$ cat src/rtl/payment_collector.sv
// -----------------------------------------------------------------------------
// payment_collector
//   Takes a price from the barcode stage and opens the money acceptor. It then
//   accumulates 2/10/20 EUR inserts until the price is covered or the user
//   cancels. After that it releases the product and passes the change (or the
//   full refund) to the change dispenser over a valid/ready handshake.
//   All amounts are whole, even euros.
//
// Optional feature (macro PAYMENT_TIMEOUT_EN):
//   When the macro is defined, an inactivity counter in COLLECT forces a
//   cancel after TIMEOUT_CYCLES cycles without an accepted insert.
//   When it is undefined, no counter is built.
//
// Handshake: change_valid rises with change_amount stable. The amount is
//   transferred on the first rising edge where change_valid && change_ready.
//   change_ready is ignored while change_valid is low.
//
// Ports:
//   clock, reset            rising-edge clock; asynchronous active-low reset
//   price_valid, price[4:0] price offer (one-cycle pulse), accepted in IDLE
//   price_ready             high in IDLE
//   price_error             one-cycle pulse after an invalid price
//   coin2_in/note10_in/note20_in  one-cycle insert pulses
//   cancel                  level, user abort
//   accept_enable           acceptor open (COLLECT)
//   reject_out              one-cycle pulse: an insert was returned
//   credit[4:0]             accumulated credit for the display
//   product_release         one-cycle pulse: dispense product
//   change_valid, change_amount[4:0], change_ready  change handoff
// -----------------------------------------------------------------------------
module payment_collector #(
   parameter int MAX_CREDIT     = 30,
   parameter int TIMEOUT_CYCLES = 1000
) (
   input  logic       clock,
   input  logic       reset,
   input  logic       price_valid,
   input  logic [4:0] price,
   output logic       price_ready,
   output logic       price_error,
   input  logic       coin2_in,
   input  logic       note10_in,
   input  logic       note20_in,
   input  logic       cancel,
   output logic       accept_enable,
   output logic       reject_out,
   output logic [4:0] credit,
   output logic       product_release,
   output logic       change_valid,
   output logic [4:0] change_amount,
   input  logic       change_ready
);

   // Elaboration-time parameter sanity checks
   if ((MAX_CREDIT > 30) || (MAX_CREDIT < 2) || ((MAX_CREDIT % 2) != 0)) begin : g_bad_max
      $error("payment_collector: MAX_CREDIT must be even and in 2..30");
   end
   if (TIMEOUT_CYCLES < 1) begin : g_bad_timeout
      $error("payment_collector: TIMEOUT_CYCLES must be at least 1");
   end

   typedef enum logic [1:0] {
      S_IDLE    = 2'd0,
      S_COLLECT = 2'd1,
      S_VEND    = 2'd2,
      S_HANDOFF = 2'd3
   } state_t;

   state_t     r_state, r_nxt_state;
   logic [4:0] r_price, r_credit, r_change_amount;
   logic       r_price_error, r_reject_out;

   logic [4:0] w_nxt_price, w_nxt_credit, w_nxt_change;
   logic       w_nxt_price_error, w_nxt_reject;

   logic       w_any_ins, w_multi_ins, w_fits, w_accept, w_price_ok, w_timeout;
   logic [5:0] w_ins_val, w_sum;
   logic [4:0] w_credit_after_ins;

   // Only the highest-valued simultaneous insert counts; the others are returned.
   assign w_any_ins   = coin2_in | note10_in | note20_in;
   assign w_multi_ins = (note20_in & (note10_in | coin2_in)) | (note10_in & coin2_in);
   assign w_ins_val   = note20_in ? 6'd20 : (note10_in ? 6'd10 : (coin2_in ? 6'd2 : 6'd0));

   // Sum in 6 bits so an overflow past 31 cannot wrap into an apparent fit
   assign w_sum    = {1'b0, r_credit} + w_ins_val;
   assign w_fits   = (w_sum <= 6'(MAX_CREDIT));
   assign w_accept = (r_state == S_COLLECT) && w_any_ins && w_fits;
   assign w_credit_after_ins = w_accept ? w_sum[4:0] : r_credit;

   assign w_price_ok = (price != 5'd0) && !price[0] && (price <= 5'(MAX_CREDIT));

`ifdef PAYMENT_TIMEOUT_EN
   localparam int CNT_W = $clog2(TIMEOUT_CYCLES + 1);
   logic [CNT_W-1:0] r_idle_cnt;

   assign w_timeout = (r_state == S_COLLECT) && (r_idle_cnt == CNT_W'(TIMEOUT_CYCLES));

   // Cleared on entry to COLLECT (state still IDLE), on accepted inserts and
   // whenever COLLECT is being left, so it sits at 0 outside COLLECT.
   always_ff @(posedge clock or negedge reset) begin
      if (!reset)
         r_idle_cnt <= '0;
      else if ((r_state != S_COLLECT) || (r_nxt_state != S_COLLECT) || w_accept)
         r_idle_cnt <= '0;
      else
         r_idle_cnt <= r_idle_cnt + 1'b1;
   end
`else
   assign w_timeout = 1'b0;
`endif

   // State and datapath registers
   always_ff @(posedge clock or negedge reset) begin
      if (!reset) begin
         r_state         <= S_IDLE;
         r_price         <= 5'd0;
         r_credit        <= 5'd0;
         r_change_amount <= 5'd0;
         r_price_error   <= 1'b0;
         r_reject_out    <= 1'b0;
      end else begin
         r_state         <= r_nxt_state;
         r_price         <= w_nxt_price;
         r_credit        <= w_nxt_credit;
         r_change_amount <= w_nxt_change;
         r_price_error   <= w_nxt_price_error;
         r_reject_out    <= w_nxt_reject;
      end
   end

   // Next-state and next-register logic
   always_comb begin
      r_nxt_state       = r_state;
      w_nxt_price       = r_price;
      w_nxt_credit      = r_credit;
      w_nxt_change      = r_change_amount;
      w_nxt_price_error = 1'b0;
      w_nxt_reject      = 1'b0;
      case (r_state)
         S_IDLE: begin
            w_nxt_reject = w_any_ins;
            if (price_valid) begin
               if (w_price_ok) begin
                  w_nxt_price  = price;
                  w_nxt_credit = 5'd0;
                  r_nxt_state  = S_COLLECT;
               end else begin
                  w_nxt_price_error = 1'b1;
               end
            end
         end
         S_COLLECT: begin
            w_nxt_credit = w_credit_after_ins;
            w_nxt_reject = w_multi_ins | (w_any_ins & ~w_fits);
            if (r_credit >= r_price) begin
               r_nxt_state = S_VEND;
            end else if (cancel || w_timeout) begin
               // Include an insert accepted in this same cycle so no money is lost
               w_nxt_change = w_credit_after_ins;
               r_nxt_state  = (w_credit_after_ins == 5'd0) ? S_IDLE : S_HANDOFF;
            end
         end
         S_VEND: begin
            w_nxt_reject = w_any_ins;
            w_nxt_change = r_credit - r_price;
            w_nxt_credit = 5'd0;
            r_nxt_state  = (r_credit != r_price) ? S_HANDOFF : S_IDLE;
         end
         S_HANDOFF: begin
            w_nxt_reject = w_any_ins;
            if (change_ready) begin
               w_nxt_change = 5'd0;
               w_nxt_credit = 5'd0;
               r_nxt_state  = S_IDLE;
            end
         end
         default: r_nxt_state = S_IDLE;
      endcase
   end

   assign price_ready     = (r_state == S_IDLE);
   assign accept_enable   = (r_state == S_COLLECT);
   assign product_release = (r_state == S_VEND);
   assign change_valid    = (r_state == S_HANDOFF);
   assign price_error     = r_price_error;
   assign reject_out      = r_reject_out;
   assign credit          = r_credit;
   assign change_amount   = r_change_amount;

endmodule

$ cat config.mk
export PLATFORM = sky130hd
export DESIGN_NAME = payment_collector
export DESIGN_NICKNAME = d
export VERILOG_FILES = /design/src/rtl/payment_collector.sv
export SDC_FILE = /design/constraint.sdc
export NUM_CORES = 1
export LEC_CHECK = 0
export CAP_MARGIN = 25
export CORE_ASPECT_RATIO = 0.7
export CORE_MARGIN = 5
export CORE_UTILIZATION = 44
export DETAILED_ROUTE_END_ITERATION = 8
export PLACE_DENSITY = 0.75
export SLEW_MARGIN = 20
export SYNTH_ARGS = -nofsm -noshare
export SYNTH_HDL_FRONTEND = slang
export SYNTH_SLANG_ARGS = --single-unit
$ cat constraint.sdc
create_clock -name clock -period 2.2 [get_ports clock]
set_input_delay 0.22 -clock clock [delete_from_list [all_inputs] [get_ports clock]]
set_output_delay 0.22 -clock clock [all_outputs]
set_load 0.03 [all_outputs]
==> flow_metrics.py, run 1 <==
metrics = {
    "run_status": {
        "status": "completed",
    },
    "finish": {
        "multi_input_area_sq_um": 742,
        "drive_above_1_share_pct": 18.9,
        "final_area_sq_mm": 0.00174,
        "fillers": 223,
        "utilization_pct": 62.9,
        "final_nets": 205,
        "regArea_sq_um": 452,
        "area_growth_pct": 38.9,
        "n_antenna_cell": 0,
    },
    "clock_tree": {
        "cts_tree": "done",
        "postCtsHoldBufs": 0,
        "clock_latency_ns": 0.26,
        "cts_sinks": 18,
        "htreeDepth": 1,
        "cts_setup_buffers": 0,
        "cts.root.buffer_cell": "clkbuf_8",
        "max-clock-path-buffers": 2,
        "cts_buffers": 3,
        "clkSlewWorstSetupHoldPaths_ns": 0.07,
    },
    "place": {
        "routabilityCongestion": 0.929,
        "portBuffers": 27,
        "placed_cell_area_sq_mm": 0.00165,
        "hpwl_um": 2720,
    },
    "synth": {
        "async_flop_share_pct": 100,
        "synth_nets": 161,
        "yosysTopAreaCell": "dfrtp_1",
        "netlist_top_cells_count": "18 x dfrtp_1, 13 x nand2_1, 12 x inv_1, 12 x nor2_1, 10 x o21ai_0",
        "ys_top_cells_by_area": "dfrtp_1 36%, ha_1 9.0%, o21ai_0 4.0%, nand2_1 3.9%, a21oi_1 3.6%",
        "yosysMostFrequentCell": "dfrtp_1",
        "netlist_area_sq_mm": 0.00125,
        "postSynthCellCount": 137,
        "ys_ff_latch": 18,
        "postSynthAreaPerCell_sq_um": 9.12,
        "synth_enable_flop_cells": 0,
        "synth_top_cell_area_share_pct": 36.0,
        "seq_area_frac_synth_pct": 36.0,
        "synth_cell_types": 42,
        "synth_ff_type": "dfrtp_1",
        "ys_warn_count": 0,
    },
    "detailed_routing": {
        "vias": 1199,
        "initialDrtViolationCount": 59,
        "wl_um": 3530,
        "postRouteAntennaNets": 0,
        "vias_per_cell": 5.55,
        "avgRoutedWirePerCell_um": 16.3,
        "drc": 0,
        "dr.pass1.iters": 4,
    },
    "sta": {
        "finalCriticalPeriod_ns": 2.12,
        "worstMarginPinSlew_ns": 0.540,
        "setup_viol": 0,
        "setup-tns-final_ns": 0,
        "final-hold-violation-count": 0,
        "hold_slack_ns": 0.291,
        "min_period_over_period_pct": 96.2,
        "grt_setup_unrepaired": "yes",
        "drv_slew": 0,
        "slew_headroom_pct": 63.8,
        "skew_ns": 0.00647,
        "fmax_mhz": 473,
    },
    "grt": {
        "grt_pass1_vias": 1285,
        "grt_usage_pct": 18.7,
        "grt_max_degree": 19,
        "antenna_found_initial": 0,
        "grt_pass1_wl_um": 5640,
        "grt.overflow.total": 0,
    },
    "power": {
        "ir_worst_vdd_uv": 657,
        "p_leak_nw": 0.809,
        "p_per_area_mw_per_mm2": 1500,
    },
    "floorplan": {
        "core_sq_mm": 0.00276,
        "die_y_um": 54.6,
        "initial_core_util_pct": 45.2,
        "io-pin-count": 29,
        "rows": 16,
        "die_area_sq_mm": 0.00402,
        "die_w_um": 73.7,
    },
    "worst_setup_path": {
        "cp_slowest_cell": "dfrtp_2",
        "crit_arrival_ns": 2.26,
        "cp_top_family": "compound AO/OA/AOI/OAI gates",
        "max_stage_delay_ns": 0.44,
        "cp_cell_sequence": "ha_2 -> fa_2 -> a21oi_2 -> o221a_4 -> mux2i_2 -> a2bb2oi_2 -> a21oi_1",
        "crit_buf_inv": 0,
        "path_max_fanout": 4,
        "endpoint_kind": "register",
        "crit_type": "register to register",
        "cp-start-kind": "register",
        "cp.required_ns": 2.35,
    },
    "hold_path": {
        "min_path_type": "input port to asynchronous set/reset pin",
    },
    "flow_run": {
        "drv_cap": 0,
    },
}
-- kinds of logic (layout without fill, tap and decap cells) --
kind of cell / Yosys count / count (layout) / synth area share, %
buffers and inverters: 17 / 60 / 7.31
XOR/XNOR: 4 / 4 / 2.80
adder cells (fa/ha/maj): 12 / 12 / 13.0
AND/OR/NAND/NOR: 40 / 40 / 16.0
flip-flops: 18 / 18 / 36.0
AO/OA/AOI/OAI: 42 / 42 / 22.1
other: 1 / 1 / 0.300
multiplexers: 3 / 3 / 2.40
-- flip-flops by register name (all words and copies together), names as in the netlist --
name,flops
change_amount,5
r_price,5
credit,4
r_state,2
price_error,1
reject_out,1
-- worst paths after layout --
kind | start | endpoint | slack [ns] | cells after the start
min in group clock | note10_in | reject_out$_DFF_PN0_ | 0.49 | 3
max | credit[1]$_DFFE_PN0P_ | change_amount[3]$_DFFE_PN0P_ | 0.08 | 7
min reg2reg | r_price[0]$_DFFE_PN0P_ | change_amount[0]$_DFFE_PN0P_ | 0.50 | 2
min | reset | reject_out$_DFF_PN0_ | 0.29 | 2
max reg2reg | credit[1]$_DFFE_PN0P_ | change_amount[3]$_DFFE_PN0P_ | 0.08 | 7
max in group asynchronous | reset | credit[1]$_DFFE_PN0P_ | 1.69 | 2
-- power breakdown --
group,internal [mW],leakage (nW),switching (mW)
logic,0.779,0.558,0.972
registers,0.471,0.222,0.113
clock network,0.159,0.0288,0.115
total,1.41,0.809,1.20
-- area by class of cell --
type                    count  share of cell area, %
inverters                  12                   2.59
well taps                  36                   2.59
flip-flops and latches     18                   26.0
multi-input cells         102                   42.7
repair buffers             44                   22.9
clock buffers               4                   3.17
-- stage by stage --
step | cells | worst slack, ns | power, mW
floorplan | 137 | 0.0148 | 1.70
CTS | 216 | 0.00107 | 2.54
detailed placement | 212 | -0.432 | 2.24
global placement | 212 | -0.319 | 2.19
global route | 216 | -0.0211 | 2.79
finish | 216 | 0.0836 | 2.61
-- placed cells by master, fill, tap and decap left out, drive strengths merged, types with 9 or more instances in the layout --
cell,instances
buf,17
o21ai,11
clkdlybuf4s50,24
a21oi,9
dfrtp,18
nand2,13
ha,9
inv,12
nor2,12
-- metal layers --
layer	track usage, %	up-vias	part of all wire, %
met4	3.31	0	1.1
li1	-	571	-
met5	0	-	0
met3	4.95	8	6.3
met2	35.9	49	51
met1	21.2	571	42
-- repair_timing --
| item | 4_1_cts | 5_1_grt |
|---|---|---|
| pin swaps | 6 | 1 |
| gates resized for setup | 6 | 6 |
| cloned | 0 | 0 |
| endpoints found under the hold margin | 0 | 0 |
| endpoints found under the setup margin | 8 | 6 |
Note: power is estimated with default switching activity, not from simulation.
==> run 2: changes to the inputs <==
- SKIP_LAST_GASP: unset -> 1
==> run 2 against run 1 <==
Net effect:
- sequential share of layout area increased by 0.15 points
- power decreased by 1.0%
- flip-flop and latch count unchanged
- routed wire length decreased by 1.9%
- final cell count unchanged
- count of clock-buffer cells in the layout unchanged
- critical endpoint unchanged
- clock skew increased by 0.00091 ns
- critical path type unchanged
- worst setup slack got worse by 0.032 ns
- cell area decreased by 0.58%
==> flow_metrics.py, run 2 (same netlist as run 1, synthesis figures left out) <==
metrics = {
    "detailed_routing": {
        "vias_per_cell": 5.68,
        "drc": 0,
        "wl_um": 3460,
        "initialDrtViolationCount": 78,
        "dr.pass1.iters": 4,
        "vias": 1227,
        "avgRoutedWirePerCell_um": 16.0,
        "postRouteAntennaNets": 0,
    },
    "finish": {
        "drive_above_1_share_pct": 17.8,
        "n_antenna_cell": 0,
        "area_growth_pct": 38.1,
        "final_nets": 205,
        "fillers": 223,
        "final_common_cell": "clkdlybuf4s50_1",
        "final_area_sq_mm": 0.00173,
        "final_cell_mix": "24 x clkdlybuf4s50_1, 17 x dfrtp_1, 16 x buf_4",
        "layout.cells.non_filler": 216,
    },
    "floorplan": {
        "die_w_um": 73.7,
        "die_area_sq_mm": 0.00402,
        "rows": 16,
        "io-pin-count": 29,
        "initial_core_util_pct": 45.2,
        "core_sq_mm": 0.00276,
        "die_y_um": 54.6,
    },
    "clock_tree": {
        "clock_latency_ns": 0.26,
        "postCtsHoldBufs": 0,
        "cts_setup_buffers": 0,
        "htreeDepth": 1,
        "cts_buffers": 3,
        "cts.root.buffer_cell": "clkbuf_8",
        "max-clock-path-buffers": 2,
        "cts_sinks": 18,
        "cts_tree": "done",
        "clkSlewWorstSetupHoldPaths_ns": 0.07,
    },
    "worst_setup_path": {
        "r2r-end": "change_amount[3]$_DFFE_PN0P_",
        "r2r_slack_ns": 0.05,
        "endpoint_kind": "register",
        "reg2reg_from": "credit[1]$_DFFE_PN0P_",
        "path_max_fanout": 4,
        "crit_arrival_ns": 2.29,
        "cp.required_ns": 2.35,
        "crit_type": "register to register",
        "cp-start-kind": "register",
        "rr_worst_depth": 7,
    },
    "sta": {
        "setup_viol": 0,
        "min_period_over_period_pct": 97.7,
        "fmax_mhz": 465,
        "setup-tns-final_ns": 0,
        "final-hold-violation-count": 0,
        "worstMarginPinSlew_ns": 0.541,
        "finalCriticalPeriod_ns": 2.15,
        "grt_setup_unrepaired": "yes",
        "skew_ns": 0.00738,
        "drv_slew": 0,
        "slew_headroom_pct": 63.8,
    },
    "power": {
        "p_leak_nw": 0.809,
        "p_per_area_mw_per_mm2": 1500,
        "ir_worst_vdd_uv": 650,
        "p_total_mw": 2.58,
    },
    "grt": {
        "grt_pass1_vias": 1285,
        "grt.overflow.total": 0,
        "antenna_found_initial": 0,
        "grt_usage_pct": 18.7,
        "grt_max_degree": 19,
        "grt_pass1_wl_um": 5640,
    },
    "place": {
        "routabilityCongestion": 0.929,
        "placed_cells_incl_taps": 212,
        "hpwl_um": 2720,
        "portBuffers": 27,
        "placed_cell_area_sq_mm": 0.00165,
    },
    "flow_run": {
        "drv_cap": 0,
    },
    "run_status": {
        "status": "completed",
    },
    "hold_path": {
        "min_path_type": "input port to asynchronous set/reset pin",
    },
}
[run 2: final cells by class]
class	instances	area [sq um]	area share [%]
Clock buffer	4	55.1	3.19
Inverter	12	45.0	2.61
Multi-Input combinational cell	102	732	42.4
Sequential cell	18	452	26.2
Tap cell	36	45.0	2.61
Timing Repair Buffer	44	398	23.0
[run 2: worst max-delay path, stage by stage, from the launching register on]
cell and delay [ns]:
dfrtp_2 0.44, ha_2 0.22, fa_2 0.40, a21oi_2 0.17, o221a_4 0.25, mux2i_1 0.26
a2bb2oi_1 0.21, a21oi_1 0.08
[run 2: where the power goes]
group	switching, mW	leakage [nW]	internal, mW
sequential	0.112	0.222	0.471
combinational	0.956	0.558	0.768
clock	0.117	0.0288	0.159
total	1.18	0.809	1.40
[run 2: stage by stage]
stage / setup slack (ns) / utilization, % / hold WS, ns
floorplan: 0.0148 / - / -0.0756
global placement: -0.319 / 59.8 / 0.477
detailed placement: -0.432 / 59.8 / 0.495
CTS: 0.00107 / 62.0 / 0.301
global route: -0.0627 / 62.5 / 0.307
finish: 0.0513 / 62.5 / 0.288
[run 2: how the worst max path moves through the flow]
stage / startpoint / end / slack [ns] / cells past startpoint
2_1_floorplan: credit[1]$_DFFE_PN0P_ / change_amount[1]$_DFFE_PN0P_ / 0.01 / 8
3_3_place_gp: note20_in / change_amount[3]$_DFFE_PN0P_ / -0.32 / 9
3_5_place_dp: note20_in / change_amount[2]$_DFFE_PN0P_ / -0.43 / 10
4_1_cts: credit[1]$_DFFE_PN0P_ / change_amount[3]$_DFFE_PN0P_ / 0.001 / 7
5_1_grt: credit[1]$_DFFE_PN0P_ / change_amount[3]$_DFFE_PN0P_ / -0.06 / 7
6_report: credit[1]$_DFFE_PN0P_ / change_amount[3]$_DFFE_PN0P_ / 0.05 / 7
[run 2: repair_timing]
item | 4_1_cts | 5_1_grt
setup endpoints to repair | 8 | 6
pin swaps | 6 | 0
resized for setup | 6 | 4
[run 2: layer usage]
metal	vias up	GRT usage [%]	share of wire (%)
met5	-	0	0
met3	12	4.95	7.0
met4	0	3.31	1.5
li1	571	-	-
met2	51	35.9	50
met1	593	21.2	42
==> run 3: changes to the inputs <==
- CORE_UTILIZATION: 44 -> 45
- PLACE_DENSITY: 0.75 -> 0.73
- clock period: 2.2 -> 2.05 ns (I/O delays scaled with it)
==> run 3 against run 2 <==
Net effect:
- final cell count increased by 1.9%
- first-iteration DRC count fell by 9.0%
- non-clock buffer count increased by 4
- the run now ends with setup timing left
- routed wire length shrank 2.1%
- hold slack got worse by 0.047 ns
- sequential power increased by 9.3%
- core utilization rose by 4.7 points
- largest power group unchanged
- die area fell by 1.9%
- cell area rose by 5.9%
- critical path depth stayed put
==> flow_metrics.py, run 3 (same netlist as run 1, synthesis figures left out) <==
metrics = {
    "power": {
        "ir_worst_vdd_uv": 925,
        "p_leak_nw": 0.844,
        "p_per_area_mw_per_mm2": 1610,
    },
    "grt": {
        "grt_busiest_layer": "met2",
        "use_met1_pct": 23.7,
        "grt.overflow.total": 0,
        "use_met3_pct": 4.66,
        "grt_pass1_vias": 1192,
        "grt_usage_pct": 17.8,
        "grt_max_degree": 11,
        "antenna_found_initial": 0,
        "grtUsageMet2_pct": 29.5,
        "grt_pass1_wl_um": 5350,
    },
    "sta": {
        "min_period_over_period_pct": 101,
        "grt_setup_unrepaired": "yes",
        "final-hold-violation-count": 0,
        "hold_slack_ns": 0.242,
        "fmax_mhz": 485,
        "worstMarginPinSlew_ns": 0.556,
        "setup_viol": 1,
        "setup-tns-final_ns": -0.0135,
        "fin_ws_ns": -0.0135,
        "finalCriticalPeriod_ns": 2.06,
        "drv_slew": 0,
        "slew_headroom_pct": 62.7,
        "skew_ns": 0.0124,
    },
    "run_status": {
        "status": "finished with violations",
        "violations": "setup timing",
    },
    "clock_tree": {
        "max-clock-path-buffers": 2,
        "cts.root.buffer_cell": "clkbuf_8",
        "cts_buffers": 3,
        "htreeDepth": 1,
        "clock_latency_ns": 0.26,
        "postCtsHoldBufs": 0,
        "clkSlewWorstSetupHoldPaths_ns": 0.08,
        "cts_setup_buffers": 0,
        "cts_tree": "done",
        "cts_sinks": 18,
    },
    "worst_setup_path": {
        "cp_top_family": "compound AO/OA/AOI/OAI gates",
        "max_stage_delay_ns": 0.43,
        "crit_arrival_ns": 2.20,
        "endpoint_kind": "register",
        "cp.required_ns": 2.19,
        "crit_type": "register to register",
        "cp_cell_sequence": "ha_4 -> fa_2 -> a21oi_4 -> o221a_4 -> mux2i_2 -> a2bb2oi_2 -> a21oi_1",
        "cp_slowest_cell": "dfrtp_2",
        "path_max_fanout": 6,
        "cp-start-kind": "register",
        "crit_buf_inv": 0,
    },
    "detailed_routing": {
        "avgRoutedWirePerCell_um": 15.4,
        "drc": 0,
        "dr.pass1.iters": 4,
        "initialDrtViolationCount": 71,
        "postRouteAntennaNets": 0,
        "vias": 1192,
        "wl_um": 3390,
        "vias_per_cell": 5.42,
    },
    "floorplan": {
        "die_area_sq_mm": 0.00395,
        "core_sq_mm": 0.00272,
        "die_y_um": 54.1,
        "initial_core_util_pct": 45.9,
        "io-pin-count": 29,
        "die_w_um": 73.0,
        "rows": 16,
    },
    "finish": {
        "n_antenna_cell": 0,
        "drive_above_1_share_pct": 25.5,
        "area_growth_pct": 46.3,
        "final_nets": 209,
        "final_common_cell": "clkdlybuf4s50_1",
        "final_cell_mix": "22 x clkdlybuf4s50_1, 20 x buf_4, 17 x dfrtp_1",
    },
    "flow_run": {
        "drv_cap": 0,
    },
    "hold_path": {
        "min_path_type": "input port to asynchronous set/reset pin",
    },
    "place": {
        "hpwl_um": 2700,
        "portBuffers": 27,
        "routabilityCongestion": 0.909,
        "place_ws_ns": -0.487,
    },
}
run 3: per-layer routing:
| layer | part of all wire (%) | routed length, um |
|---|---|---|
| met5 | 0 | 0 |
| met4 | 0.30 | 10 |
| met3 | 6.8 | 229 |
| met2 | 46 | 1550 |
| met1 | 47 | 1600 |
run 3: worst paths after layout:
kind                                                    from                            to  slack (ns)  depth (start not counted)
worst min-delay path                                   reset  change_amount[3]$_DFFE_PN0P_        0.24                          1
worst min register to register  change_amount[2]$_DFFE_PN0P_  change_amount[2]$_DFFE_PN0P_        0.49                          1
max in group asynchronous                              reset        r_price[1]$_DFFE_PN0P_        1.32                          2
worst max-delay path                   credit[1]$_DFFE_PN0P_  change_amount[1]$_DFFE_PN0P_       -0.01                          7
worst max register to register         credit[1]$_DFFE_PN0P_  change_amount[1]$_DFFE_PN0P_       -0.01                          7
min in group clock              change_amount[2]$_DFFE_PN0P_  change_amount[2]$_DFFE_PN0P_        0.49                          1
run 3: report_power, final:
part	switching, mW	internal [mW]	total, mW	leakage [nW]
Clock	0.120	0.171	0.290	0.0288
Sequential	0.132	0.505	0.637	0.222
Combinational	1.08	0.939	2.02	0.593
run 3: cell type report:
cell class | instances | area [sq um]
fill | 221 | 893
multi-input combinational | 102 | 803
clock buffer | 4 | 55.1
tap | 36 | 45.0
sequential | 18 | 452
inverter | 12 | 45.0
timing repair buffer | 48 | 429
run 3: timing repair:
item,4_1_cts,5_1_grt
setup endpoints to repair,12,11
pin swaps,9,10
gates resized for setup,11,11
run 3: metrics by stage:
| step | std cells | cell area, sq um | utilization, % | power [mW] |
|---|---|---|---|---|
| 3_5_place_dp | 216 | 1700 | 62.3 | 2.48 |
| 3_3_place_gp | 216 | 1700 | 62.3 | 2.44 |
| 4_1_cts | 220 | 1780 | 65.4 | 2.84 |
| 6_report | 220 | 1830 | 67.2 | 2.95 |
| 5_1_grt | 220 | 1830 | 67.2 | 3.16 |
| 2_1_floorplan | 137 | 1270 | - | 1.83 |
